<file path="config.mk">
export PLATFORM = sky130hd
export DESIGN_NAME = fetch_sequencer
export DESIGN_NICKNAME = d
export VERILOG_FILES = /design/src/rtl/fetch_sequencer.sv
export SDC_FILE = /design/constraint.sdc
export NUM_CORES = 1
export LEC_CHECK = 0
export CORE_MARGIN = 8
export CORE_UTILIZATION = 55
export CTS_CLUSTER_SIZE = 30
export DETAILED_ROUTE_END_ITERATION = 10
export DONT_BUFFER_PORTS = 1
export PLACE_DENSITY = 0.76
export SLEW_MARGIN = 20
export SYNTH_ARGS = -nofsm -noshare
export SYNTH_HDL_FRONTEND = slang
export SYNTH_SLANG_ARGS = --single-unit
</file>
<file path="constraint.sdc">
create_clock -name clk -period 2.1 [get_ports clk]
set_input_delay 0.315 -clock clk [delete_from_list [all_inputs] [get_ports clk]]
set_output_delay 0.315 -clock clk [all_outputs]
set_load 0.1 [all_outputs]
</file>
<file path="src/rtl/fetch_sequencer.sv">
// fetch_sequencer: one-at-a-time instruction fetch with PC write-back, decode handshake and branch redirect
module fetch_sequencer #(
    parameter int                ADDR_W   = 32,
    parameter int                INSTR_W  = 32,
    parameter logic [ADDR_W-1:0] RESET_PC = '0
) (
    input  logic               clk,
    input  logic               reset,
    input  logic [ADDR_W-1:0]  pc,
    output logic               pc_write,
    output logic [ADDR_W-1:0]  next_pc,
    output logic               imem_req_valid,
    output logic [ADDR_W-1:0]  imem_req_addr,
    input  logic               imem_req_ready,
    input  logic               imem_rsp_valid,
    input  logic [INSTR_W-1:0] imem_rsp_data,
    input  logic               redirect_valid,
    input  logic [ADDR_W-1:0]  redirect_pc,
    output logic               instr_valid,
    output logic [INSTR_W-1:0] instr_data,
    output logic [ADDR_W-1:0]  instr_pc,
    input  logic               instr_ready,
    output logic               fetch_err
);
    typedef enum logic [2:0] {S_RST, S_INIT, S_REQ, S_WAIT, S_HOLD, S_DRAIN, S_ERR} state_t;

    state_t             state_q, state_d;
    logic [ADDR_W-1:0]  req_pc_q, req_pc_d;
    logic               instr_valid_q, instr_valid_d;
    logic [INSTR_W-1:0] instr_data_q, instr_data_d;
    logic [ADDR_W-1:0]  instr_pc_q, instr_pc_d;
    logic               fetch_err_q, fetch_err_d;
    logic               redir;

    assign redir       = redirect_valid && (state_q == S_REQ || state_q == S_WAIT ||
                                            state_q == S_HOLD || state_q == S_DRAIN);
    assign instr_valid = instr_valid_q;
    assign instr_data  = instr_data_q;
    assign instr_pc    = instr_pc_q;
    assign fetch_err   = fetch_err_q;

    // next state and combinational PC/request outputs; a redirect overrides whatever the state chose
    always_comb begin
        state_d        = state_q;
        req_pc_d       = req_pc_q;
        instr_valid_d  = instr_valid_q;
        instr_data_d   = instr_data_q;
        instr_pc_d     = instr_pc_q;
        fetch_err_d    = fetch_err_q;
        pc_write       = 1'b0;
        next_pc        = '0;
        imem_req_valid = 1'b0;
        imem_req_addr  = '0;
        case (state_q)
            S_RST:   state_d = S_INIT;
            S_INIT: begin
                pc_write = 1'b1;
                next_pc  = RESET_PC;
                state_d  = S_REQ;
            end
            S_REQ: begin
                imem_req_valid = 1'b1;
                imem_req_addr  = pc;
                if (imem_req_ready) begin
                    req_pc_d = pc;
                    state_d  = S_WAIT;
                end
            end
            S_WAIT: begin
                if (imem_rsp_valid) begin
                    instr_data_d  = imem_rsp_data;
                    instr_pc_d    = req_pc_q;
                    instr_valid_d = 1'b1;
                    pc_write      = 1'b1;
                    next_pc       = req_pc_q + ADDR_W'(4);
                    state_d       = S_HOLD;
                end
            end
            S_HOLD: begin
                if (instr_ready) begin
                    instr_valid_d = 1'b0;
                    state_d       = S_REQ;
                end
            end
            S_DRAIN: state_d = imem_rsp_valid ? S_REQ : S_DRAIN;
            default: state_d = state_q;
        endcase
        if (redir) begin
            pc_write       = 1'b0;
            next_pc        = '0;
            imem_req_valid = 1'b0;
            imem_req_addr  = '0;
            req_pc_d       = req_pc_q;
            instr_valid_d  = 1'b0;
            instr_data_d   = instr_data_q;
            instr_pc_d     = instr_pc_q;
            if (redirect_pc[1:0] != 2'b00) begin
                fetch_err_d  = 1'b1;
                instr_data_d = '0;
                instr_pc_d   = '0;
                state_d      = S_ERR;
            end else begin
                pc_write = 1'b1;
                next_pc  = redirect_pc;
                state_d  = ((state_q == S_WAIT && !imem_rsp_valid) || state_q == S_DRAIN) ? S_DRAIN : S_REQ;
            end
        end
    end

    // state and registered outputs, cleared asynchronously while reset is low
    always_ff @(posedge clk or negedge reset) begin
        if (!reset) begin
            state_q       <= S_RST;
            req_pc_q      <= '0;
            instr_valid_q <= 1'b0;
            instr_data_q  <= '0;
            instr_pc_q    <= '0;
            fetch_err_q   <= 1'b0;
        end else begin
            state_q       <= state_d;
            req_pc_q      <= req_pc_d;
            instr_valid_q <= instr_valid_d;
            instr_data_q  <= instr_data_d;
            instr_pc_q    <= instr_pc_d;
            fetch_err_q   <= fetch_err_d;
        end
    end
endmodule

</file>
# Word level (Yosys, flattened, before mapping)
# Cells that the tools add are included.
[word_totals]
regBits = 101
latch_bits = 0
ram_bits = 0
romBits = 0
input_bits = 102
memories = 0
[classes]
n_addsub = 1
multipliers = 0
div = 0
magnitude_cmp = 0
n_eq_ne = 9
n_shift = 0
n_mux = 31
n_bitwise = 1
reduce_logical = 18
[ops]
columns = ["cell", "n"]
rows = [
  ["32-bit two-way mux", 13],
  ["32-bit by 3-bit adder with 32-bit output, second input constant", 1],
  ["3-bit two-way mux", 7],
  ["3-bit one-hot mux with 6 select lines", 1],
  ["3-bit != test, second input constant", 3],
  ["3-bit AND reduction", 3],
  ["1-bit two-way mux", 8],
  ["7-bit nonzero test", 1],
  ["3-bit by 2-bit == test with 1-bit output, second input constant", 2],
  ["3-bit == test, second input constant", 2],
  ["2-bit nonzero test", 3],
  ["1-bit logical OR", 4],
  ["1-bit one-hot mux with 2 select lines", 2],
  ["4-bit AND reduction", 1],
  ["3-bit by 1-bit == test with 1-bit output, second input constant", 1],
  ["3-bit logical NOT", 1],
  ["3-bit nonzero test", 1],
  ["1-bit logical AND", 2],
  ["2-bit by 1-bit != test with 1-bit output, second input constant", 1],
  ["2-bit AND reduction", 1],
  ["1-bit logical NOT", 1],
  ["1-bit NOT", 1],
]

# Logic depth before layout (Yosys ltp)
# Gate-level depths: netlist of run 1.
[logic_depth]
depth_word = 7
depth_mapped = 10
mapped_depth_nobuf = 7

# Worst setup path before layout of run 1
# No wires, ideal clock.
[synth_path]
kind = "flip-flop to output port"
start = "register state_q[2]"
end = "output port next_pc[13]"
t_arrival_ps = 3588
t_required_ps = 1785
slack_ps = -1803
stages_incl_launch_ff = 8
path_cell_list = "dfrtp_1 inv_1 ha_1 nand2b_1 nand4_1 buf_2 clkbuf_1 o21ai_0"
[synth_via]
elab_chain_len = 6
elab_cells_between_ends = 10
cone_classes = "eq/ne (4); mux (2); reduce/logical (4)"
[synth_lines]
columns = ["item", "line_no", "text"]
rows = [
  ["start: declaration", "27", "state_t state_q, state_d;"],
  ["start signal: assignment", "120", "state_q <= state_d;"],
  ["3-bit by 2-bit == test with 1-bit output (on tied branches)", "35, 54", ""],
  ["1-bit logical OR (2 in a row)", "35", "assign redir = redirect_valid && (state_q == S_REQ || state_q == S_WAIT ||"],
  ["1-bit logical OR", "36", "state_q == S_HOLD || state_q == S_DRAIN);"],
  ["1-bit logical AND", "35", ""],
  ["32-bit two-way mux (*)", "88", "if (redir) begin"],
  ["end: declaration", "11", "output logic [ADDR_W-1:0] next_pc,"],
]
# Mark *: on every way between the ends. The rest lies on a longest branch, timed or not.

# Worst setup path in the final report of run 1
[layout_path]
start = "register state_q[1]"
end = "output port next_pc[20]"
# The elaborated chain is that of the path after synthesis.

==> summary.txt, run 1 <==
Critical path
  • Setup crit end kind: primary output
  • Highest fanout seen on the critical path: 8
  • Category of the worst setup path launch point: flip-flop
  • Data arrival at the endpoint of the critical path: approximately 2.2 ns
  • Worst setup path category: flip-flop to primary output
  • Worst R2R Start: state_q[2]$_DFFE_PN0P_
  • CP max stage cell: sky130_fd_sc_hd__dfrtp_2
  • Crit path cell chain: ha_4, nand2b_4, nand4_1, buf_6, clkbuf_16, o21ai_4, buf_12
  • Critical path origin: state_q[1]$_DFFE_PN0P_
  • Data required time of the worst path: between 1.5 and 2 ns
  • Maximum cell stage delay along the critical path: 0.44 ns

Placement
  • Post-placement worst setup slack: -0.00752 ns
  • Port bufs: 0
  • Routability congestion estimate from global placement: 0.837
  • Detailed-placement wirelength estimate: roughly 13000 um

Logic synthesis
  • Synth cell count leaders: 161 x sky130_fd_sc_hd__nand2_1, 101 x sky130_fd_sc_hd__dfrtp_1, 74 x sky130_fd_sc_hd__nand3_1, 35 x sky130_fd_sc_hd__and2_1, 28 x sky130_fd_sc_hd__mux2_4
  • Largest area contributor in the netlist: sky130_fd_sc_hd__dfrtp_1
  • Main flop type after synthesis: sky130_fd_sc_hd__dfrtp_1
  • Async set or reset register ratio after synthesis: 100%
  • Mapped Nets: 683
  • Largest cells by area after synthesis: sky130_fd_sc_hd__dfrtp_1 47%, sky130_fd_sc_hd__nand2_1 11%, sky130_fd_sc_hd__mux2_4 7.8%
  • Synth warnings: 0
  • Fraction of synthesized cell area taken by the top area cell type: 46.9%
  • Sequential area share after synthesis: between 40% and 50%
  • Library cells used by synthesis: 49
  • Average cell area after synthesis: roughly 9.3 um^2
  • Post-synthesis cell count: 578
  • Count of state elements after synthesis: 101
  • Dominant cell by count in the synthesized netlist: sky130_fd_sc_hd__nand2_1
  • Number of flops mapped to enable cells by yosys: 0
  • Post-Synthesis Cell Area: 0.00539 mm^2

Clock network
  • Clock buffer count from CTS: 9
  • H-tree level count: 3
  • Maximum count of clock buffers along a single path: 2
  • Register clock-pin slew on the reported worst setup and hold paths: 0.10 ns
  • CTS tree: yes
  • Total clock sinks: 101
  • Clock insertion delay at the later pin of the skew report: 0.36 ns
  • CTS Root Cell: sky130_fd_sc_hd__clkbuf_8

Job
  • Max-capacitance violation count: 0

Routing
  • Via count normalized by instance count: 6.14
  • Wirelength, routed: roughly 22000 um
  • Total vias in the final route: 5407
  • Per-cell routed wire length: 24.7 um
  • Drt first pass iters: 5
  • Count of routing violations after the opening detailed-route iteration: 471
  • DRC violation count after routing: 0
  • Post-detailed-route count of antenna-violating nets: 0

Cells and area
  • Layout cells sized above 1: 47.5%
  • Net count reported at finish: 847
  • Multi-input gate area in the final layout: 0.00329 mm^2
  • Antenna fix cells: 0
  • Filler Cells Inserted: approximately 430
  • FF/Latch Area: 0.00253 mm^2
  • Area added between synthesis and finish: 56.3%

Timing
  • Worst hold slack: -0.364 ns
  • Clock skew: between 0.006 and 0.007 ns
  • Max-slew violation total from the final report: 0
  • Slack of the critical path: -0.420 ns
  • Unrepaired setup endpoints after global routing: yes
  • Count of final hold-check violations: 101
  • Minimum period implied by the final worst setup slack: 2.52 ns
  • Fin Setup TNS: -23.47 ns
  • Max Clk Rate: 0.397 GHz
  • Normalized max-slew margin: 75.4%
  • Least-Margin Pin Slew: 0.369 ns
  • Count of endpoints failing setup in the final report: 105
  • Period Utilization, post-route: 120%

Die
  • I/O pin count: approximately 230
  • Die Y: about 120 um
  • Starting density of the core: a little under three fifths
  • Total die area: ~0.013 mm^2
  • FP Rows: 36
  • Core Footprint: 0.00964 mm^2
  • Width of the chip: 115 um

GRT
  • Total overflow reported by the global router: 0
  • Fraction of met3 tracks used by global routing: slightly below 7%
  • Global-route usage over all layers: around 28%
  • Met1 GRT Util: between 20% and 30%
  • Vias in the first global route: 5354
  • Initial antenna violation count: 0
  • Global-route wire length before repair: 28700 um
  • GR peak layer: met2
  • Largest net degree at the start of global routing: just over 100
  • GR Util met2: about half

Worst hold path
  • Type of the most critical hold path: input port to asynchronous set/reset pin

Outcome
  • Run status: finished, violations left
  • Violated checks: hold timing, setup timing
through the flow:
stage               instance area, um^2  hold slack [ns]  utilization (%)  std cells
floorplan                          5930           0.0194                -        578
global placement                   7490           0.0240             77.7        821
finish                             8430           -0.364             87.4        880
detailed placement                 7490           0.0231             77.7        821
CTS                                8000           -0.384             83.0        860
global route                       8430           -0.387             87.4        880
what timing repair did:
| item | CTS | global route |
|---|---|---|
| pin swaps | 45 | 29 |
| endpoints found under the hold margin | 101 | 101 |
| gates cloned | 1 | 6 |
| buffers inserted | 22 | 17 |
| gates resized for setup | 24 | 51 |
| setup endpoints to repair | 67 | 103 |
worst paths after layout:
path / end / slack [ns] / cells after the start
min in group clk: instr_data[5]$_DFFE_PN0P_ / 0.05 / 2
max in group asynchronous: state_q[1]$_DFFE_PN0P_ / 2.29 / 0
worst min-delay path: instr_pc[23]$_DFFE_PN0P_ / -0.36 / 0
worst min register to register: instr_data[0]$_DFFE_PN0P_ / 0.51 / 2
worst max register to register: state_q[1]$_DFFE_PN0P_ / -0.10 / 10
worst max-delay path: next_pc[20] / -0.42 / 7
cell type report:
| class | instances | share of cell area (%) |
|---|---|---|
| clock inverters | 7 | 1.11 |
| multi-input cells | 434 | 39.0 |
| inverters | 6 | 0.267 |
| flip-flops and latches | 101 | 30.1 |
| well taps | 133 | 1.97 |
| repair buffers | 190 | 26.1 |
| clock buffers | 9 | 1.47 |
critical path, delay by kind of cell, from the launching register on:
| family | cells | cell delay, ns |
|---|---|---|
| fa+ha+maj | 1 | 0.30 |
| flops | 1 | 0.44 |
| buf+inv | 3 | 0.57 |
| compound gates | 1 | 0.18 |
| simple gates | 2 | 0.32 |
sequential cells by signal, indices dropped and copies added, names as in the netlist:
signal and count:
instr_data 32, instr_pc 32, req_pc_q 32, state_q 3
fetch_err 1, instr_valid 1
cell usage in the layout, fill, tap and decap left out, types with 12 or more instances in the layout:
cell | netlist | routed
sky130_fd_sc_hd__buf_12 | 3 | 49
sky130_fd_sc_hd__nand3_1 | 74 | 71
sky130_fd_sc_hd__buf_6 | 2 | 13
sky130_fd_sc_hd__xor2_1 | 18 | 15
sky130_fd_sc_hd__mux2_4 | 28 | 33
sky130_fd_sc_hd__nor2_1 | 13 | 12
sky130_fd_sc_hd__dfrtp_1 | 101 | 95
sky130_fd_sc_hd__nand2_1 | 161 | 152
sky130_fd_sc_hd__and2_4 | 1 | 35
sky130_fd_sc_hd__o21ai_4 | 0 | 31
sky130_fd_sc_hd__buf_4 | 0 | 122
cells by family after synthesis:
| logic type | count (synthesis) | synth area share, % |
|---|---|---|
| multiplexers | 34 | 9.03 |
| AO/OA/AOI/OAI | 50 | 5.43 |
| buffers and inverters | 43 | 4.64 |
| XOR/XNOR | 28 | 4.55 |
| flip-flops | 101 | 46.9 |
| adder cells (fa/ha/maj) | 4 | 0.882 |
| AND/OR/NAND/NOR | 318 | 28.6 |
metal layers:
metal | share of wire [%] | vias up
met4 | 3.8 | 0
met1 | 34 | 2689
met3 | 9.1 | 77
met2 | 53 | 386
met5 | 0 | -
li1 | - | 2255
Power of run 1 is not shown: default switching activity piles up to over one toggle a cycle in this logic, so the estimate is an artifact.
==> run 2: changes to the inputs <==
--- a/config.mk
+++ b/config.mk
@@ -5,11 +5,12 @@
 export SDC_FILE = /design/constraint.sdc
 export NUM_CORES = 1
 export LEC_CHECK = 0
-export CORE_MARGIN = 8
+export CORE_MARGIN = 4
 export CORE_UTILIZATION = 55
 export CTS_CLUSTER_SIZE = 30
 export DETAILED_ROUTE_END_ITERATION = 10
 export DONT_BUFFER_PORTS = 1
+export GPL_TIMING_DRIVEN = 0
 export PLACE_DENSITY = 0.76
 export SLEW_MARGIN = 20
 export SYNTH_ARGS = -nofsm -noshare
==> summary.txt, run 2 (synthesis results as in run 1) <==
GRT
  • Initial antenna violation count: 0 (unchanged)
  • Global-route wire length before repair: 25900 um (-9.5%)
  • Global-route usage over all layers: 29.2% (+1.3 points)
  • Vias in the first global route: 4623 (-14%)
  • Total overflow reported by the global router: 0 (unchanged)
  • Largest net degree at the start of global routing: 102 (unchanged)

Timing
  • Fin Setup TNS: -40.92 ns (-17.45 ns)
  • Normalized max-slew margin: 36.1% (-39 points)
  • Count of final hold-check violations: 101 (unchanged)
  • Unrepaired setup endpoints after global routing: yes
  • Minimum period implied by the final worst setup slack: 2.71 ns (+0.188 ns)
  • Worst hold slack: -0.370 ns (-0.00554 ns)
  • Slack of the critical path: -0.608 ns (-0.188 ns)
  • Least-Margin Pin Slew: 0.959 ns (+0.590 ns)
  • Clock skew: 0.0126 ns (+0.00622 ns)
  • Max-slew violation total from the final report: 0 (unchanged)
  • Period Utilization, post-route: 129% (+9.0 points)
  • Count of endpoints failing setup in the final report: 151 (+44%)
  • Max Clk Rate: 0.369 GHz (-7.0%)

Critical path
  • Category of the worst setup path launch point: flip-flop
  • Worst R2R Start: state_q[2]$_DFFE_PN0P_
  • CP max stage cell: sky130_fd_sc_hd__o21ai_4
  • Maximum cell stage delay along the critical path: 0.59 ns (+0.15 ns)
  • Highest fanout seen on the critical path: 6 (-2)
  • Worst setup path category: flip-flop to primary output
  • Cells on worst reg2reg path: 13 (+3)
  • R2r endpoint: req_pc_q[5]$_DFFE_PN0P_
  • Bufs and invs on worst path: 3 (unchanged)
  • Data arrival at the endpoint of the critical path: 2.39 ns (+0.19 ns)
  • Setup crit end kind: primary output
  • CP top delay family: compound AO/OA/AOI/OAI gates
  • Data required time of the worst path: 1.78 ns (about the same)
  • Crit path cell chain: inv_4, ha_4, nand2b_4, nand4_1, buf_6, clkbuf_16, o21ai_4
  • Slack of the worst reg-to-reg path: -0.31 ns (-0.21 ns)

Placement
  • Port bufs: 0 (unchanged)
  • Detailed-placement wirelength estimate: 11400 um (-16%)
  • Routability congestion estimate from global placement: 0.861 (+2.9%)

Cells and area
  • Utilization after layout: 80.4% (-7.0 points)
  • Area added between synthesis and finish: 39.7%
  • Net count reported at finish: 772 (-8.9%)
  • Multi-input gate area in the final layout: 0.00325 mm^2 (-1.3%)
  • FF/Latch Area: 0.00255 mm^2 (+0.49%)
  • Most common cell after layout, fill and taps aside: sky130_fd_sc_hd__nand2_1
  • Filler Cells Inserted: 565 (+32%)
  • Layout cells sized above 1: 42.6% (-5.0 points)
  • Commonest non-fill, non-tap cells in the layout: 149 x sky130_fd_sc_hd__nand2_1, 85 x sky130_fd_sc_hd__dfrtp_1, 71 x sky130_fd_sc_hd__nand3_1, 45 x sky130_fd_sc_hd__buf_4, 35 x sky130_fd_sc_hd__and2_4
  • Antenna fix cells: 0 (unchanged)

Die
  • Die Y: 107 um (-7.0%)
  • Total die area: 0.0115 mm^2 (-13%)
  • Width of the chip: 107 um (-7.0%)
  • Starting density of the core: 57.5% (+1.6 points)
  • FP Rows: 35 (-2.8%)
  • Core Footprint: 0.00937 mm^2 (-2.8%)
  • I/O pin count: 234 (unchanged)

Clock network
  • Total clock sinks: 101 (unchanged)
  • CTS tree: yes
  • Register clock-pin slew on the reported worst setup and hold paths: 0.11 ns (about the same)
  • Clock insertion delay at the later pin of the skew report: 0.37 ns (about the same)
  • H-tree level count: 3 (unchanged)
  • Maximum count of clock buffers along a single path: 2 (unchanged)
  • Clock buffer count from CTS: 9 (unchanged)
  • CTS Root Cell: sky130_fd_sc_hd__clkbuf_8

Outcome
  • Violated checks: hold timing, setup timing
  • Run status: finished, violations left

Routing
  • Wirelength, routed: 18100 um (-17%)
  • Post-detailed-route count of antenna-violating nets: 0 (unchanged)
  • Via count normalized by instance count: 6.00 (-2.4%)
  • Count of routing violations after the opening detailed-route iteration: 286 (-39%)
  • Per-cell routed wire length: 22.6 um (-8.5%)
  • Drt first pass iters: 4 (-1)
  • Total vias in the final route: 4802 (-11%)
  • DRC violation count after routing: 0 (unchanged)

Job
  • Max-capacitance violation count: 0 (unchanged)

Worst hold path
  • Type of the most critical hold path: input port to asynchronous set/reset pin
[run 2: cell count changes in the layout (fill, tap and decap cells not counted), sizes merged]
cell    change
buf        -89
clkbuf     +15
bufinv      -1
[run 2: worst register-to-register path, stage by stage, from the launching register on]
cell	delay (ns)
sky130_fd_sc_hd__dfrtp_2	0.45
sky130_fd_sc_hd__inv_4	0.08
sky130_fd_sc_hd__ha_4	0.20
sky130_fd_sc_hd__buf_6	0.11
sky130_fd_sc_hd__buf_6	0.11
sky130_fd_sc_hd__nor2b_4	0.14
sky130_fd_sc_hd__nor3_4	0.06
sky130_fd_sc_hd__buf_12	0.16
sky130_fd_sc_hd__buf_6	0.12
sky130_fd_sc_hd__buf_8	0.11
sky130_fd_sc_hd__and2_4	0.20
sky130_fd_sc_hd__buf_12	0.15
sky130_fd_sc_hd__buf_12	0.13
sky130_fd_sc_hd__mux2_4	0.29
[run 2: through the flow]
step	cell area, um^2	setup WS, ns	instances
6_report	7530	-0.608	801
5_1_grt	7530	-0.667	801
4_1_cts	7110	-0.554	776
3_5_place_dp	6100	-0.719	707
3_3_place_gp	6100	-0.639	707
2_1_floorplan	5930	-0.160	578
[run 2: what timing repair did]
action | 4_1_cts | 5_1_grt
gates resized for setup | 73 | 99
endpoints found under the setup margin | 162 | 163
pin swaps | 50 | 27
endpoints found under the hold margin | 101 | 101
setup buffers | 47 | 34
cloned | 9 | 4
[run 2: how the worst max path moves through the flow]
stage,startpoint,end,slack [ns],cells after the start
2_1_floorplan,state_q[2]$_DFFE_PN0P_,imem_req_addr[19],-0.16,7
3_3_place_gp,state_q[2]$_DFFE_PN0P_,imem_req_addr[20],-0.64,7
3_5_place_dp,state_q[2]$_DFFE_PN0P_,imem_req_addr[20],-0.72,7
4_1_cts,state_q[1]$_DFFE_PN0P_,next_pc[31],-0.55,6
5_1_grt,req_pc_q[2]$_DFFE_PN0P_,next_pc[31],-0.67,7
6_report,state_q[2]$_DFFE_PN0P_,next_pc[21],-0.61,7
[run 2: routing by layer]
layer	up-vias	GRT usage [%]	share of wire [%]
met4	0	7.95	2.5
met2	242	50.9	53
li1	2113	-	-
met1	2404	35.8	37
met5	-	0	0
met3	43	7.71	8.1
[run 2: layout make-up]
cell class | instances | area share, %
Inverter | 6 | 0.365
Clock buffer | 10 | 1.83
Buffer | 30 | 4.93
Sequential cell | 101 | 33.8
Clock inverter | 6 | 0.714
Tap cell | 129 | 2.14
Multi-Input combinational cell | 434 | 43.1
Timing Repair Buffer | 85 | 13.1
Power of run 2 is left out for the same reason.
